**config.mk**
```make
export PLATFORM = sky130hd
export DESIGN_NAME = pool_window_unit_flat
export DESIGN_NICKNAME = d
export VERILOG_FILES = /design/src/rtl/pool_window_if.sv /design/src/rtl/pool_window_unit.sv /design/src/flat_wrapper.sv
export SDC_FILE = /design/constraint.sdc
export NUM_CORES = 1
export LEC_CHECK = 0
export ABC_AREA = 0
export ABC_CLOCK_PERIOD_IN_PS = 5780
export BUFFER_PORTS_ARGS = -buffer_cell sky130_fd_sc_hd__buf_2
export CAP_MARGIN = 20
export CORE_UTILIZATION = 57
export DETAILED_ROUTE_END_ITERATION = 7
export GPL_ROUTABILITY_DRIVEN = 0
export MAX_ROUTING_LAYER = met4
export PLACE_DENSITY_LB_ADDON = 0.25
export SLEW_MARGIN = 10
export SYNTH_ARGS = -nofsm -noshare
export SYNTH_HDL_FRONTEND = slang
export SYNTH_SLANG_ARGS = --single-unit
```
**constraint.sdc**
```tcl
create_clock -name clk -period 5.78 [get_ports clk]
set_input_delay 1.734 -clock clk [delete_from_list [all_inputs] [get_ports clk]]
set_output_delay 1.734 -clock clk [all_outputs]
set_load 0.02 [all_outputs]
```
**src/rtl/pool_window_if.sv**
```systemverilog
// Window-issue and result bus between the pooling controller and pool_window_unit.
// The master drives window beats and the slave returns pooled results.
interface pool_window_if #(
    parameter int DATA_W = 8,
    parameter int ADDR_W = 5
);
    logic                   win_valid;
    logic [3:0][ADDR_W-1:0] win_addr;
    logic                   max_avg;
    logic                   win_last;
    logic                   res_valid;
    logic [DATA_W-1:0]      res_data;
    logic [3:0]             res_idx;
    logic                   done;

    modport master (
        output win_valid, win_addr, max_avg, win_last,
        input  res_valid, res_data, res_idx, done
    );

    modport slave (
        input  win_valid, win_addr, max_avg, win_last,
        output res_valid, res_data, res_idx, done
    );
endinterface

```
**src/rtl/pool_window_unit.sv**
```systemverilog
// 2x2 max/average pooling: map fetch, 3-stage reduce, output buffer indexed in issue order.
// Optional feature macro POOL_SIGNED_EN selects two's-complement operands.
module pool_window_unit #(
    parameter int DATA_W    = 8,
    parameter int ADDR_W    = 5,
    parameter int OUT_DEPTH = 9
) (
    input  logic              clk,
    input  logic              rst,
    input  logic              ld_en,
    input  logic [ADDR_W-1:0] ld_addr,
    input  logic [DATA_W-1:0] ld_data,
    input  logic              clear,
    input  logic [3:0]        rd_addr,
    output logic [DATA_W-1:0] rd_data,
    output logic              err,
    pool_window_if.slave      win
);
    localparam int                MAP_N    = 2 ** ADDR_W;
    localparam int                SUM_W    = DATA_W + 2;
    localparam logic [ADDR_W-1:0] PAD_ADDR = {ADDR_W{1'b1}};
    localparam logic [3:0]        DEPTH_C  = 4'(OUT_DEPTH);
    localparam logic [3:0]        LAST_IDX = 4'(OUT_DEPTH - 1);

    logic [DATA_W-1:0]      map_q     [MAP_N];
    logic [DATA_W-1:0]      map_d     [MAP_N];
    logic [DATA_W-1:0]      out_buf_q [OUT_DEPTH];
    logic [DATA_W-1:0]      out_buf_d [OUT_DEPTH];
    logic                   s1_valid_q, s1_valid_d, s1_max_q, s1_max_d, s1_last_q, s1_last_d;
    logic [3:0][ADDR_W-1:0] s1_addr_q, s1_addr_d;
    logic [3:0]             s1_mask_q, s1_mask_d;
    logic                   s2_valid_q, s2_valid_d, s2_max_q, s2_max_d, s2_last_q, s2_last_d;
    logic [3:0][DATA_W-1:0] s2_op_q, s2_op_d;
    logic [3:0]             s2_mask_q, s2_mask_d;
    logic                   res_valid_q, res_valid_d, done_q, done_d, err_q, err_d;
    logic [DATA_W-1:0]      res_data_q, res_data_d, rd_data_q, rd_data_d;
    logic [3:0]             res_idx_q, res_idx_d, idx_q, idx_d;
    logic [DATA_W-1:0]      best_s, avg_s, result_s;
    logic [SUM_W-1:0]       sum_s;
    logic [2:0]             cnt_s;
    logic                   found_s, bad_cnt_s;

    function automatic logic [SUM_W-1:0] ext(input logic [DATA_W-1:0] v);
`ifdef POOL_SIGNED_EN
        return {{2{v[DATA_W-1]}}, v};
`else
        return {2'b00, v};
`endif
    endfunction

    function automatic logic gt(input logic [DATA_W-1:0] a, input logic [DATA_W-1:0] b);
`ifdef POOL_SIGNED_EN
        return $signed(a) > $signed(b);
`else
        return a > b;
`endif
    endfunction

    function automatic logic [DATA_W-1:0] shr(input logic [SUM_W-1:0] s, input logic [1:0] n);
        logic [SUM_W-1:0] t;
`ifdef POOL_SIGNED_EN
        t = SUM_W'($signed(s) >>> n);
`else
        t = s >> n;
`endif
        return t[DATA_W-1:0];
    endfunction

    // Map write port, window capture (S1) and map fetch (S2); the fetch sees pre-write contents.
    always_comb begin
        map_d = map_q;
        if (ld_en && (ld_addr != PAD_ADDR)) begin
            map_d[ld_addr] = ld_data;
        end else begin
            map_d = map_q;
        end
        s1_valid_d = win.win_valid;
        s1_addr_d  = win.win_addr;
        s1_max_d   = win.max_avg;
        s1_last_d  = win.win_last;
        for (int i = 0; i < 4; i++) begin
            s1_mask_d[i] = (win.win_addr[i] != PAD_ADDR);
            s2_op_d[i]   = s1_mask_q[i] ? map_q[s1_addr_q[i]] : {DATA_W{1'b0}};
        end
        s2_valid_d = s1_valid_q && !clear;
        s2_mask_d  = s1_mask_q;
        s2_max_d   = s1_max_q;
        s2_last_d  = s1_last_q;
    end

    // S3 reduction: max over unmasked lanes, or averaged sum scaled by lane count.
    always_comb begin
        best_s    = {DATA_W{1'b0}};
        found_s   = 1'b0;
        sum_s     = {SUM_W{1'b0}};
        cnt_s     = 3'd0;
        avg_s     = {DATA_W{1'b0}};
        bad_cnt_s = 1'b0;
        for (int i = 0; i < 4; i++) begin
            if (s2_mask_q[i] && (!found_s || gt(s2_op_q[i], best_s))) begin
                best_s  = s2_op_q[i];
                found_s = 1'b1;
            end else begin
                found_s = found_s;
            end
            sum_s = sum_s + ext(s2_op_q[i]);
            cnt_s = cnt_s + {2'b00, s2_mask_q[i]};
        end
        case (cnt_s)
            3'd4:    avg_s = shr(sum_s, 2'd2);
            3'd2:    avg_s = shr(sum_s, 2'd1);
            3'd1:    avg_s = shr(sum_s, 2'd0);
            default: begin
                avg_s     = shr(sum_s, 2'd2);
                bad_cnt_s = !s2_max_q;
            end
        endcase
        result_s = s2_max_q ? best_s : avg_s;
    end

    // Result issue, output buffer write, index counter with saturation, sticky error, read port.
    always_comb begin
        res_valid_d = 1'b0;
        done_d      = 1'b0;
        res_data_d  = res_data_q;
        res_idx_d   = res_idx_q;
        idx_d       = idx_q;
        err_d       = err_q;
        out_buf_d   = out_buf_q;
        if (clear) begin
            idx_d = 4'd0;
            err_d = 1'b0;
        end else if (s2_valid_q) begin
            res_valid_d = 1'b1;
            res_data_d  = result_s;
            done_d      = s2_last_q;
            if (idx_q < DEPTH_C) begin
                res_idx_d = idx_q;
                idx_d     = idx_q + 4'd1;
                err_d     = err_q | bad_cnt_s;
                for (int j = 0; j < OUT_DEPTH; j++) begin
                    if (idx_q == 4'(j)) begin
                        out_buf_d[j] = result_s;
                    end else begin
                        out_buf_d[j] = out_buf_q[j];
                    end
                end
            end else begin
                res_idx_d = LAST_IDX;
                err_d     = 1'b1;
            end
        end else begin
            idx_d = idx_q;
        end
        rd_data_d = {DATA_W{1'b0}};
        for (int j = 0; j < OUT_DEPTH; j++) begin
            if (rd_addr == 4'(j)) begin
                rd_data_d = out_buf_q[j];
            end else begin
                rd_data_d = rd_data_d;
            end
        end
    end

    // State registers with synchronous reset.
    always_ff @(posedge clk) begin
        if (rst) begin
            map_q       <= '{default: {DATA_W{1'b0}}};
            out_buf_q   <= '{default: {DATA_W{1'b0}}};
            s1_valid_q  <= 1'b0;
            s1_addr_q   <= '0;
            s1_mask_q   <= 4'd0;
            s1_max_q    <= 1'b0;
            s1_last_q   <= 1'b0;
            s2_valid_q  <= 1'b0;
            s2_op_q     <= '0;
            s2_mask_q   <= 4'd0;
            s2_max_q    <= 1'b0;
            s2_last_q   <= 1'b0;
            res_valid_q <= 1'b0;
            res_data_q  <= {DATA_W{1'b0}};
            res_idx_q   <= 4'd0;
            done_q      <= 1'b0;
            idx_q       <= 4'd0;
            err_q       <= 1'b0;
            rd_data_q   <= {DATA_W{1'b0}};
        end else begin
            map_q       <= map_d;
            out_buf_q   <= out_buf_d;
            s1_valid_q  <= s1_valid_d;
            s1_addr_q   <= s1_addr_d;
            s1_mask_q   <= s1_mask_d;
            s1_max_q    <= s1_max_d;
            s1_last_q   <= s1_last_d;
            s2_valid_q  <= s2_valid_d;
            s2_op_q     <= s2_op_d;
            s2_mask_q   <= s2_mask_d;
            s2_max_q    <= s2_max_d;
            s2_last_q   <= s2_last_d;
            res_valid_q <= res_valid_d;
            res_data_q  <= res_data_d;
            res_idx_q   <= res_idx_d;
            done_q      <= done_d;
            idx_q       <= idx_d;
            err_q       <= err_d;
            rd_data_q   <= rd_data_d;
        end
    end

    assign rd_data       = rd_data_q;
    assign err           = err_q;
    assign win.res_valid = res_valid_q;
    assign win.res_data  = res_data_q;
    assign win.res_idx   = res_idx_q;
    assign win.done      = done_q;
endmodule

```
**src/flat_wrapper.sv**
```systemverilog
// flat-port wrapper written by rule: the top's interface ports become plain ports
module pool_window_unit_flat 
#(
    parameter int DATA_W    = 8,
    parameter int ADDR_W    = 5,
    parameter int OUT_DEPTH = 9
)
  (clk, rst, ld_en, ld_addr, ld_data, clear, rd_addr, rd_data, err, win_win_valid, win_win_addr, win_max_avg, win_win_last, win_res_valid, win_res_data, win_res_idx, win_done);
  pool_window_if #(.DATA_W(DATA_W), .ADDR_W(ADDR_W)) win_i ();
  input  logic clk;
  input  logic rst;
  input  logic ld_en;
  input  logic [ADDR_W-1:0] ld_addr;
  input  logic [DATA_W-1:0] ld_data;
  input  logic clear;
  input  logic [3:0] rd_addr;
  output logic [DATA_W-1:0] rd_data;
  output logic err;
  input wire logic [$bits(win_i.win_valid)-1:0] win_win_valid;
  input wire logic [$bits(win_i.win_addr)-1:0] win_win_addr;
  input wire logic [$bits(win_i.max_avg)-1:0] win_max_avg;
  input wire logic [$bits(win_i.win_last)-1:0] win_win_last;
  output wire logic [$bits(win_i.res_valid)-1:0] win_res_valid;
  output wire logic [$bits(win_i.res_data)-1:0] win_res_data;
  output wire logic [$bits(win_i.res_idx)-1:0] win_res_idx;
  output wire logic [$bits(win_i.done)-1:0] win_done;
  assign win_i.win_valid = win_win_valid;
  assign win_i.win_addr = win_win_addr;
  assign win_i.max_avg = win_max_avg;
  assign win_i.win_last = win_win_last;
  assign win_res_valid = win_i.res_valid;
  assign win_res_data = win_i.res_data;
  assign win_res_idx = win_i.res_idx;
  assign win_done = win_i.done;
  pool_window_unit #(.DATA_W(DATA_W), .ADDR_W(ADDR_W), .OUT_DEPTH(OUT_DEPTH)) u_core (.clk(clk), .rst(rst), .ld_en(ld_en), .ld_addr(ld_addr), .ld_data(ld_data), .clear(clear), .rd_addr(rd_addr), .rd_data(rd_data), .err(err), .win(win_i));
endmodule
```
# After elaboration in Yosys (flattened, before gate mapping)
# Index checks and enable logic that the tools add are counted.
totals:
  regBits: 421
  in_bits: 44
  output_inout_bits: 23
  wordCells: 188
classes:
  n_addsub: 7
  order_cmp: 10
  n_eq_ne: 24
  n_mux: 37
  n_bitwise: 12
  reduce_logical: 34
ops:
  columns: ["cell", "n"]
  rows:
  - ["256-bit bitwise mux", 1]
  - ["8-bit 2-to-1 mux", 23]
  - ["8-bit binary-select mux with 5-bit select", 4]
  - ["8-bit demux with 5-bit select", 1]
  - ["4-bit AND reduction", 9]
  - ["4-bit by 3-bit == test with 1-bit output, second input constant", 8]
  - ["6-bit greater-or-equal comparator, second input constant", 5]
  - ["5-bit NOT with 6-bit output", 5]
  - ["5-bit inequality test, second input constant", 5]
  - ["8-bit > comparator", 3]
  - ["10-bit by 8-bit adder with 10-bit output", 2]
  - ["4-bit by 2-bit == test with 1-bit output, second input constant", 4]
  - ["8-bit case mux with 2 select lines", 1]
  - ["2-bit OR reduction", 5]
  - ["8-bit by 8-bit adder with 9-bit output", 1]
  - ["4-bit by 1-bit == test with 1-bit output, second input constant", 2]
  - ["4-bit == test, second input constant", 2]
  - ["4-bit zero test", 2]
  - ["3-bit by 1-bit adder with 3-bit output", 2]
  - ["1-bit logical AND", 6]
  - ["6-bit by 1-bit less-than comparator with 1-bit output, second input constant", 1]
  - ["1-bit 2-to-1 mux", 6]
  - ["1-bit NOT", 6]
  - ["3-bit OR reduction", 2]
  - ["11 further kinds", 18]

# Longest topological paths before layout
# Gate-level depths: netlist of the first run.
depth:
  word_depth: 14
  mapped_depth: 31
  mapped_depth_nobuf: 23

# Least setup slack after synthesis of the first run
# Ideal clock, no wire load.
synth_timing:
  path_kind: "register to register"
  from: "register u_core.s2_mask_q[0]"
  to: "register u_core.out_buf_q[12] (netlist bit)"
  setup_time_ps: 85
  arrival_time_ps: 5733
  t_required_ps: 5695
  slack_ps: -38
  path_stages_with_launch: 30
  n_path_buf: 8
  synth_period_minus_slack_ps: 5818
  cell_sequence: "dfxtp_1 buf_2 clkbuf_1 nand2_1 ha_1 a211o_1 a21oi_2 nand4_1 and3_1 buf_2 a32oi_1 ha_1 nor2b_4 o211ai_2 a21oi_2 o41ai_4 buf_6 buf_2 clkbuf_1 o21ai_0 ha_1 a211o_1 o211ai_1 a31oi_1 nand3_1 buf_4 nor2_1 a311o_1 buf_4 o221ai_1"
synth_between:
  elab_chain_cells: 14
  word_cells_on_any_way: 26
  cone_classes: "add/sub (3); order compare (3); eq/ne (2); mux (9); reduce/logical (9)"
synth_lines:
  columns: ["element", "line_no", "rtl"]
  rows:
  - ["from (decl)", "pool_window_unit.sv:34", "logic [3:0] s2_mask_q, s2_mask_d;"]
  - ["from (signal assigned)", "pool_window_unit.sv:197", "s2_mask_q <= s2_mask_d;"]
  - ["8-bit 2-to-1 mux or 1-bit 2-to-1 mux (tied branches)", "pool_window_unit.sv:100", "if (s2_mask_q[i] && (!found_s || gt(s2_op_q[i], best_s))) begin"]
  - ["8-bit > comparator or 1-bit zero test (tied branches)", "pool_window_unit.sv:55, pool_window_unit.sv:100", null]
  - ["1-bit logical OR", "pool_window_unit.sv:100", null]
  - ["1-bit logical AND", "pool_window_unit.sv:100", null]
  - ["8-bit 2-to-1 mux or 1-bit 2-to-1 mux (tied branches)", "pool_window_unit.sv:100", null]
  - ["8-bit > comparator or 1-bit zero test (tied branches)", "pool_window_unit.sv:55, pool_window_unit.sv:100", null]
  - ["1-bit logical OR", "pool_window_unit.sv:100", null]
  - ["1-bit logical AND", "pool_window_unit.sv:100", null]
  - ["8-bit 2-to-1 mux or 1-bit 2-to-1 mux (tied branches)", "pool_window_unit.sv:100", null]
  - ["8-bit > comparator or 1-bit zero test (tied branches)", "pool_window_unit.sv:55, pool_window_unit.sv:100", null]
  - ["1-bit logical OR", "pool_window_unit.sv:100", null]
  - ["1-bit logical AND", "pool_window_unit.sv:100", null]
  - ["8-bit 2-to-1 mux", "pool_window_unit.sv:100", null]
  - ["8-bit 2-to-1 mux *", "pool_window_unit.sv:118", "result_s = s2_max_q ? best_s : avg_s;"]
  - ["to (signal assigned)", "pool_window_unit.sv:189", "out_buf_q <= out_buf_d;"]
  - ["to (decl)", "pool_window_unit.sv:27", "logic [DATA_W-1:0] out_buf_q [OUT_DEPTH];"]
# Mark *: on every way between the ends. The rest lies on a longest branch, timed or not.
# A chain may end at the register's enable or synchronous reset.

# Final worst setup path of the first run
layout_timing:
  from: "register u_core.s2_mask_q[0]"
  to: "register u_core.out_buf_q[60] (netlist bit)"
# The elaborated chain is that of the path after synthesis.

==> out/qor.csv, run 1 <==
stage;metric;value;unit
setup_path;CP bufs+invs;4;
sta;Slew Viols, Final;0;
flow_run;max-cap violations;0;
layout;commonest non-fill, non-tap cell in the layout;dfxtp_1;
die;IO Count;67;
sta;Final Hold Viols;0;
pwr;Lkg Pwr;10.1;nW
die;FP Rows;76;
place;Setup WS pre-CTS;-168;ps
setup_path;worst-path maximum fanout;26;
route;Vias;19400;
setup_path;highest cell delay on the worst timing path;460;ps
setup_path;Worst EP arrival;6110;ps
cts;CTS tree;done;
synth;top_reg_cell synth;dfxtp_1;
synth;Post-synth EDFFs;0;
global_route;GRT overflow;0;
cts;CTS Buffer Depth;3;
route;Avg WL per Cell;26.9;um
setup_path;crit path kind;reg2reg;
sta;worst hold margin;429;ps
setup_path;CP max stage cell;a311o_2;
route;Detailed Route WL;74900;um
synth;area leader, netlist;dfxtp_1;
die;die height;212;um
global_route;initial antenna violation count;1;
layout;nets@finish;2267;
die;die area;44800;um^2
synth;asr flop ratio synth;0;
place;port buffer count;66;
global_route;M1 GR Usage;0.434;
die;initial core utilization;0.580;
cts;Clock transition at path regs;60;ps
sta;Clock Skew;12.2;ps
synth;Yosys warnings;0;
global_route;largest net degree at the start of global routing;138;
setup_path;CP cell instances;buf_6 > nand2_1 > ha_1 > nor2b_1 > o211ai_1 > nand4_1 > and3_2 > a32oi_2 > ha_1 > a21oi_1 > a21oi_2 > o41ai_4 > buf_4 > buf_8 > o21ai_0 > ha_1 > a211o_1 > o211ai_1 > nand4_1 > buf_4 > nand3_4 > nor2_1 > a311o_2 > o221ai_1;
synth;area share of the largest cell type after synthesis;0.337;
outcome;status;complete, but fails checks;
setup_path;Required @ worst endpoint;6280;ps
sta;fin crit period;5610;ps
outcome;failing checks;design-rule violations;
synth;Post-Syn Nets;2292;
global_route;met2 usage in global routing;0.539;
cts;clk sink count;421;
die;die extent in x;212;um
cts;CTS Hold Bufs;0;
sta;Rel. slew slack;0.235;
place;dpl cells;2695;
pwr;PwrDens;237;nW/um^2
synth;sequential share of the synthesized area;0.337;
setup_path;crit end category;flip-flop;
layout;area grow syn2layout;9.06;%
setup_path;CP Launch Type;flip-flop;
global_route;vias in the first global route;19100;
global_route;met3 Track Usage GR;0.0722;
sta;Tcrit/Tclk final;0.971;
layout;non-filler cells, final;2787;
pwr;peak supply drop;384;uV
global_route;GRT Resource Usage Total;0.350;
route;drc violations;3;
place;HPWL Detailed;49400;um
setup_path;most frequent CP cell;ha_1;
cts;Root Buffer;clkbuf_16;
layout;layout cells sized above 1;0.263;
synth;Mapped Area;25000;um^2
layout;most frequent cells in the layout;dfxtp_1 (412), mux4_2 (328), nor2_1 (300), mux2i_1 (264), nand2_1 (134);
sta;highest clock rate;178;MHz
route;Routed Antenna Nets;0;
route;DRT Pass-1 Iters;8;
synth;Mean Syn Cell Area;11.4;um^2
route;Starting DRT DRC Count;2372;
global_route;most crowded layer after global routing;met2;
sta;setup TNS;0;ps
sta;final setup vio count;0;
layout;post-route cell area;27300;um^2
synth;Synth area leaders;dfxtp_1 (34%), mux4_2 (30%), mux2i_1 (11%);
synth;Syn Inst Count;2189;
die;Std-Cell Core Area;43200;um^2
synth;Synth cell types;73;
cts;H-Tree Depth;2;
min_path;HP Class;reg2reg;
layout;final core utilization;0.632;
place;placed cell area;25600;um^2
setup_path;CP top delay family;compound AO/OA/AOI/OAI gates;
sta;Worst Max-Slew Pin Slew;1140;ps
cts;CTS Buf Count;45;
synth;Yosys reg bits;421;
cts;worst skew pair latency;590;ps
sta;Final WS setup;169;ps
global_route;first-pass GRT wire length;115000;um
route;drt via density;6.97;
pwr;total power;6.47;mW
layout make-up:
class	count	area [um^2]
sequential	421	8450
multi-input combinational	1533	15800
timing repair buffer	106	664
clock inverter	17	164
fill	3367	15900
antenna	1	2.50
clock buffer	67	1320
tap	585	732
inverter	57	214
registers in the layout, indices dropped and copies added (netlist names), 4 cells and up:
name and cells:
u_core.s2_op_q 32, u_core.win.res_data 8, u_core.rd_data 8, u_core.win.res_idx 4, u_core.map_q 256, u_core.s2_mask_q 4, u_core.out_buf_q 72, u_core.s1_mask_q 4
u_core.idx_q 4, u_core.s1_addr_q 20
layer usage:
| layer | share of wire | vias to the layer above |
|---|---|---|
| li1 | - | 8310 |
| met1 | 0.37 | 9612 |
| met2 | 0.47 | 1178 |
| met3 | 0.098 | 323 |
| met4 | 0.062 | 0 |
| met5 | 0 | - |
report_power, final:
group	switching, mW	internal (mW)	total (mW)
sequential	0.0729	2.93	3.00
combinational	0.356	0.216	0.572
clock	1.23	1.67	2.90
timing repair:
item | 4_1_cts | 5_1_grt
resized for setup | 4 | 20
buffers inserted | 0 | 5
endpoints found under the hold margin | 0 | 0
pin swaps | 0 | 7
endpoints found under the setup margin | 25 | 80
gates cloned | 0 | 2
cell usage after synthesis, types with 4 or more instances:
cell type	count
dfxtp_1	421
mux4_2	328
nor2_1	302
mux2i_1	264
nand2_1	134
clkbuf_1	118
a21oi_1	60
inv_1	56
ha_1	48
o221ai_1	44
o21ai_0	42
nor2b_1	41
buf_2	38
a22oi_1	32
nand3_1	31
buf_1	16
and2_1	14
nand2b_1	12
nor3_1	12
fa_1	11
and3_1	10
nor2_2	10
a222oi_1	8
mux2_2	8
o22ai_1	8
xnor2_1	8
nand4_1	7
a31oi_1	6
o221ai_2	6
a311o_1	5
buf_4	5
nand3b_1	5
nor3b_1	5
a32oi_2	4
nor4_1	4
o31ai_1	4
path summary, 6_finish.rpt:
path,from,endpoint,slack [ps],cells past startpoint
worst max-delay path,u_core.s2_mask_q[0]$_SDFF_PP0_,u_core.out_buf_q[60]$_SDFFE_PP0P_,170,24
worst min-delay path,u_core.s2_last_q$_SDFF_PP0_,u_core.win.done$_SDFF_PP0_,430,1
worst max register to register,u_core.s2_mask_q[0]$_SDFF_PP0_,u_core.out_buf_q[60]$_SDFFE_PP0P_,170,24
worst min register to register,u_core.s2_last_q$_SDFF_PP0_,u_core.win.done$_SDFF_PP0_,430,1
logic make-up (layout without fill, tap and decap cells):
kind of cell | count (synthesis) | after routing | share of synthesized area
xor+xnor | 11 | 11 | 0.00385
flops | 421 | 421 | 0.337
compound gates | 262 | 263 | 0.0777
mux | 600 | 600 | 0.404
other cells | 0 | 1 | 0
buf+inv | 237 | 247 | 0.0388
simple gates | 599 | 600 | 0.106
fa+ha+maj | 59 | 59 | 0.0328
Power figures use the tool's default switching activity.
==> run 2: changes to the inputs <==
--- a/config.mk
+++ b/config.mk
@@ -6,10 +6,10 @@
 export NUM_CORES = 1
 export LEC_CHECK = 0
 export ABC_AREA = 0
-export ABC_CLOCK_PERIOD_IN_PS = 5780
+export ABC_CLOCK_PERIOD_IN_PS = 6200
 export BUFFER_PORTS_ARGS = -buffer_cell sky130_fd_sc_hd__buf_2
 export CAP_MARGIN = 20
-export CORE_UTILIZATION = 57
+export CORE_UTILIZATION = 62
 export DETAILED_ROUTE_END_ITERATION = 7
 export GPL_ROUTABILITY_DRIVEN = 0
 export MAX_ROUTING_LAYER = met4
==> constraint.sdc (replaced) <==
create_clock -name clk -period 6.2 [get_ports clk]
set_input_delay 1.86 -clock clk [delete_from_list [all_inputs] [get_ports clk]]
set_output_delay 1.86 -clock clk [all_outputs]
set_load 0.02 [all_outputs]
==> run 2 against run 1 <==
The run still ends with design-rule violations left. Die area shrank 8.0%. Hold slack gained 1.2 ps. Non-clock buffer count shrank 6.
==> out/qor.csv, run 2 (same netlist as run 1, synthesis figures left out) <==
stage;metric;value;unit
setup_path;CP Launch Type;flip-flop;
flow_run;max-cap violations;0;
setup_path;crit end category;flip-flop;
setup_path;Required @ worst endpoint;6690;ps
outcome;failing checks;design-rule violations;
cts;CTS Buffer Depth;3;
pwr;PwrDens;222;nW/um^2
die;FP Rows;73;
cts;CTS tree;done;
route;drt via density;7.21;
layout;Fillers;2883;
global_route;vias in the first global route;19100;
sta;highest clock rate;169;MHz
cts;H-Tree Depth;2;
layout;Largest Register;u_core.map_q;
cts;Clock transition at path regs;60;ps
sta;Worst Max-Slew Pin Slew;1170;ps
die;die extent in x;203;um
route;Vias;19600;
route;drc violations;1;
die;IO Count;67;
layout;area grow syn2layout;7.96;%
setup_path;Worst EP arrival;6430;ps
pwr;total power;6.01;mW
layout;max reg flops;256;
global_route;first-pass GRT wire length;113000;um
die;initial core utilization;0.629;
layout;Largest regs;u_core.map_q x256, u_core.out_buf_q x72, u_core.s2_op_q x32;
sta;worst hold margin;431;ps
die;die area;41200;um^2
layout;layout cells sized above 1;0.257;
cts;CTS Hold Bufs;0;
global_route;initial antenna violation count;3;
global_route;GRT Resource Usage Total;0.371;
pwr;peak supply drop;234;uV
pwr;Lkg Pwr;9.99;nW
route;Routed Antenna Nets;0;
sta;fin crit period;5930;ps
layout;most frequent cells in the layout;dfxtp_1 (413), mux4_2 (328), nor2_1 (301), mux2i_1 (264), nand2_1 (134);
layout;nets@finish;2258;
place;HPWL Detailed;47400;um
global_route;largest net degree at the start of global routing;142;
setup_path;crit path kind;reg2reg;
route;Detailed Route WL;73700;um
cts;CTS Buf Count;44;
cts;Root Buffer;clkbuf_16;
cts;clk sink count;421;
sta;Rel. slew slack;0.217;
sta;final setup vio count;0;
sta;Tcrit/Tclk final;0.957;
place;dpl cells;2631;
die;die height;203;um
outcome;status;complete, but fails checks;
sta;Clock Skew;34.1;ps
die;Std-Cell Core Area;39800;um^2
place;port buffer count;66;
layout;non-filler cells, final;2715;
route;Starting DRT DRC Count;2831;
sta;Final Hold Viols;0;
setup_path;worst-path maximum fanout;18;
global_route;GRT overflow;0;
route;DRT Pass-1 Iters;8;
cts;worst skew pair latency;590;ps
route;Avg WL per Cell;27.1;um
sta;Slew Viols, Final;0;
layout;commonest non-fill, non-tap cell in the layout;dfxtp_1;
min_path;HP Class;reg2reg;
## run 2: cell count changes in the layout (fill, tap and decap cells not counted), moves of 2 or more
cell,before,now
inv_6,1,3
a32oi_1,0,3
bufinv_16,2,4
and3_1,8,10
a32oi_2,6,4
diode_2,1,3
buf_4,37,34
clkbuf_1,11,6
clkinv_2,8,11
clkbuf_8,11,7
clkinv_1,3,1
## run 2: timing repair
action / in CTS / in global routing
pin swaps: 0 / 1
resized for setup: 1 / 5
endpoints found under the setup margin: 9 / 80
setup buffers: 0 / 3
## run 2: layout make-up
class | count | area [um^2] | area share
multi-input combinational | 1531 | 15700 | 0.579
sequential | 421 | 8450 | 0.313
clock buffer | 57 | 1220 | 0.0451
tap | 525 | 657 | 0.0243
timing repair buffer | 100 | 596 | 0.0220
clock inverter | 21 | 233 | 0.00861
inverter | 57 | 214 | 0.00792
antenna | 3 | 7.51 | 0.000278
## run 2: through the flow
stage | setup WS [ps] | util | instance area [um^2] | setup TNS [ps]
CTS | 89.2 | 0.678 | 27000 | 0
detailed placement | -85.9 | 0.641 | 25500 | -317
global route | -9.81 | 0.679 | 27000 | -17.4
global placement | 316 | 0.641 | 25500 | 0
floorplan | 382 | - | 25000 | 0
finish | 265 | 0.679 | 27000 | 0
## run 2: final timing paths
check	start	endpoint	slack [ps]	depth (start not counted)
max	u_core.s2_mask_q[0]$_SDFF_PP0_	u_core.out_buf_q[13]$_SDFFE_PP0P_	270	24
min	u_core.s1_valid_q$_SDFF_PP0_	u_core.s2_valid_q$_SDFF_PP0_	430	1
max reg2reg	u_core.s2_mask_q[0]$_SDFF_PP0_	u_core.out_buf_q[13]$_SDFFE_PP0P_	270	24
min reg2reg	u_core.s1_valid_q$_SDFF_PP0_	u_core.s2_valid_q$_SDFF_PP0_	430	1
## run 2: report_power, final
part / switching [mW] / internal (mW) / total, mW / leakage [nW]
registers: 0.0831 / 2.73 / 2.81 / 3.40
logic: 0.306 / 0.192 / 0.498 / 5.86
clock network: 1.14 / 1.56 / 2.70 / 0.720
## run 2: metal layers
| metal | share of wire | track usage | vias up |
|---|---|---|---|
| met5 | 0 | - | - |
| met4 | 0.058 | 0.206 | 0 |
| met3 | 0.11 | 0.0798 | 305 |
| met2 | 0.47 | 0.572 | 1364 |
| met1 | 0.36 | 0.456 | 9639 |
| li1 | - | - | 8261 |
## run 2: critical path, stage by stage (launching register included)
cell and delay [ps]:
dfxtp_1 590, nand2_1 110, ha_1 340, a211o_1 330, a21oi_2 180, nand4_1 90
and3_1 300, a32oi_1 410, ha_1 340, nor2b_4 140, o211ai_2 150, a21oi_2 90
o41ai_4 370, buf_4 230, buf_4 230, nor2_1 60, a21oi_1 120, ha_1 250
nand4_1 100, a211oi_1 50, a31oi_1 210, and3_1 360, nor3_1 90, a311o_2 480
o221ai_1 230
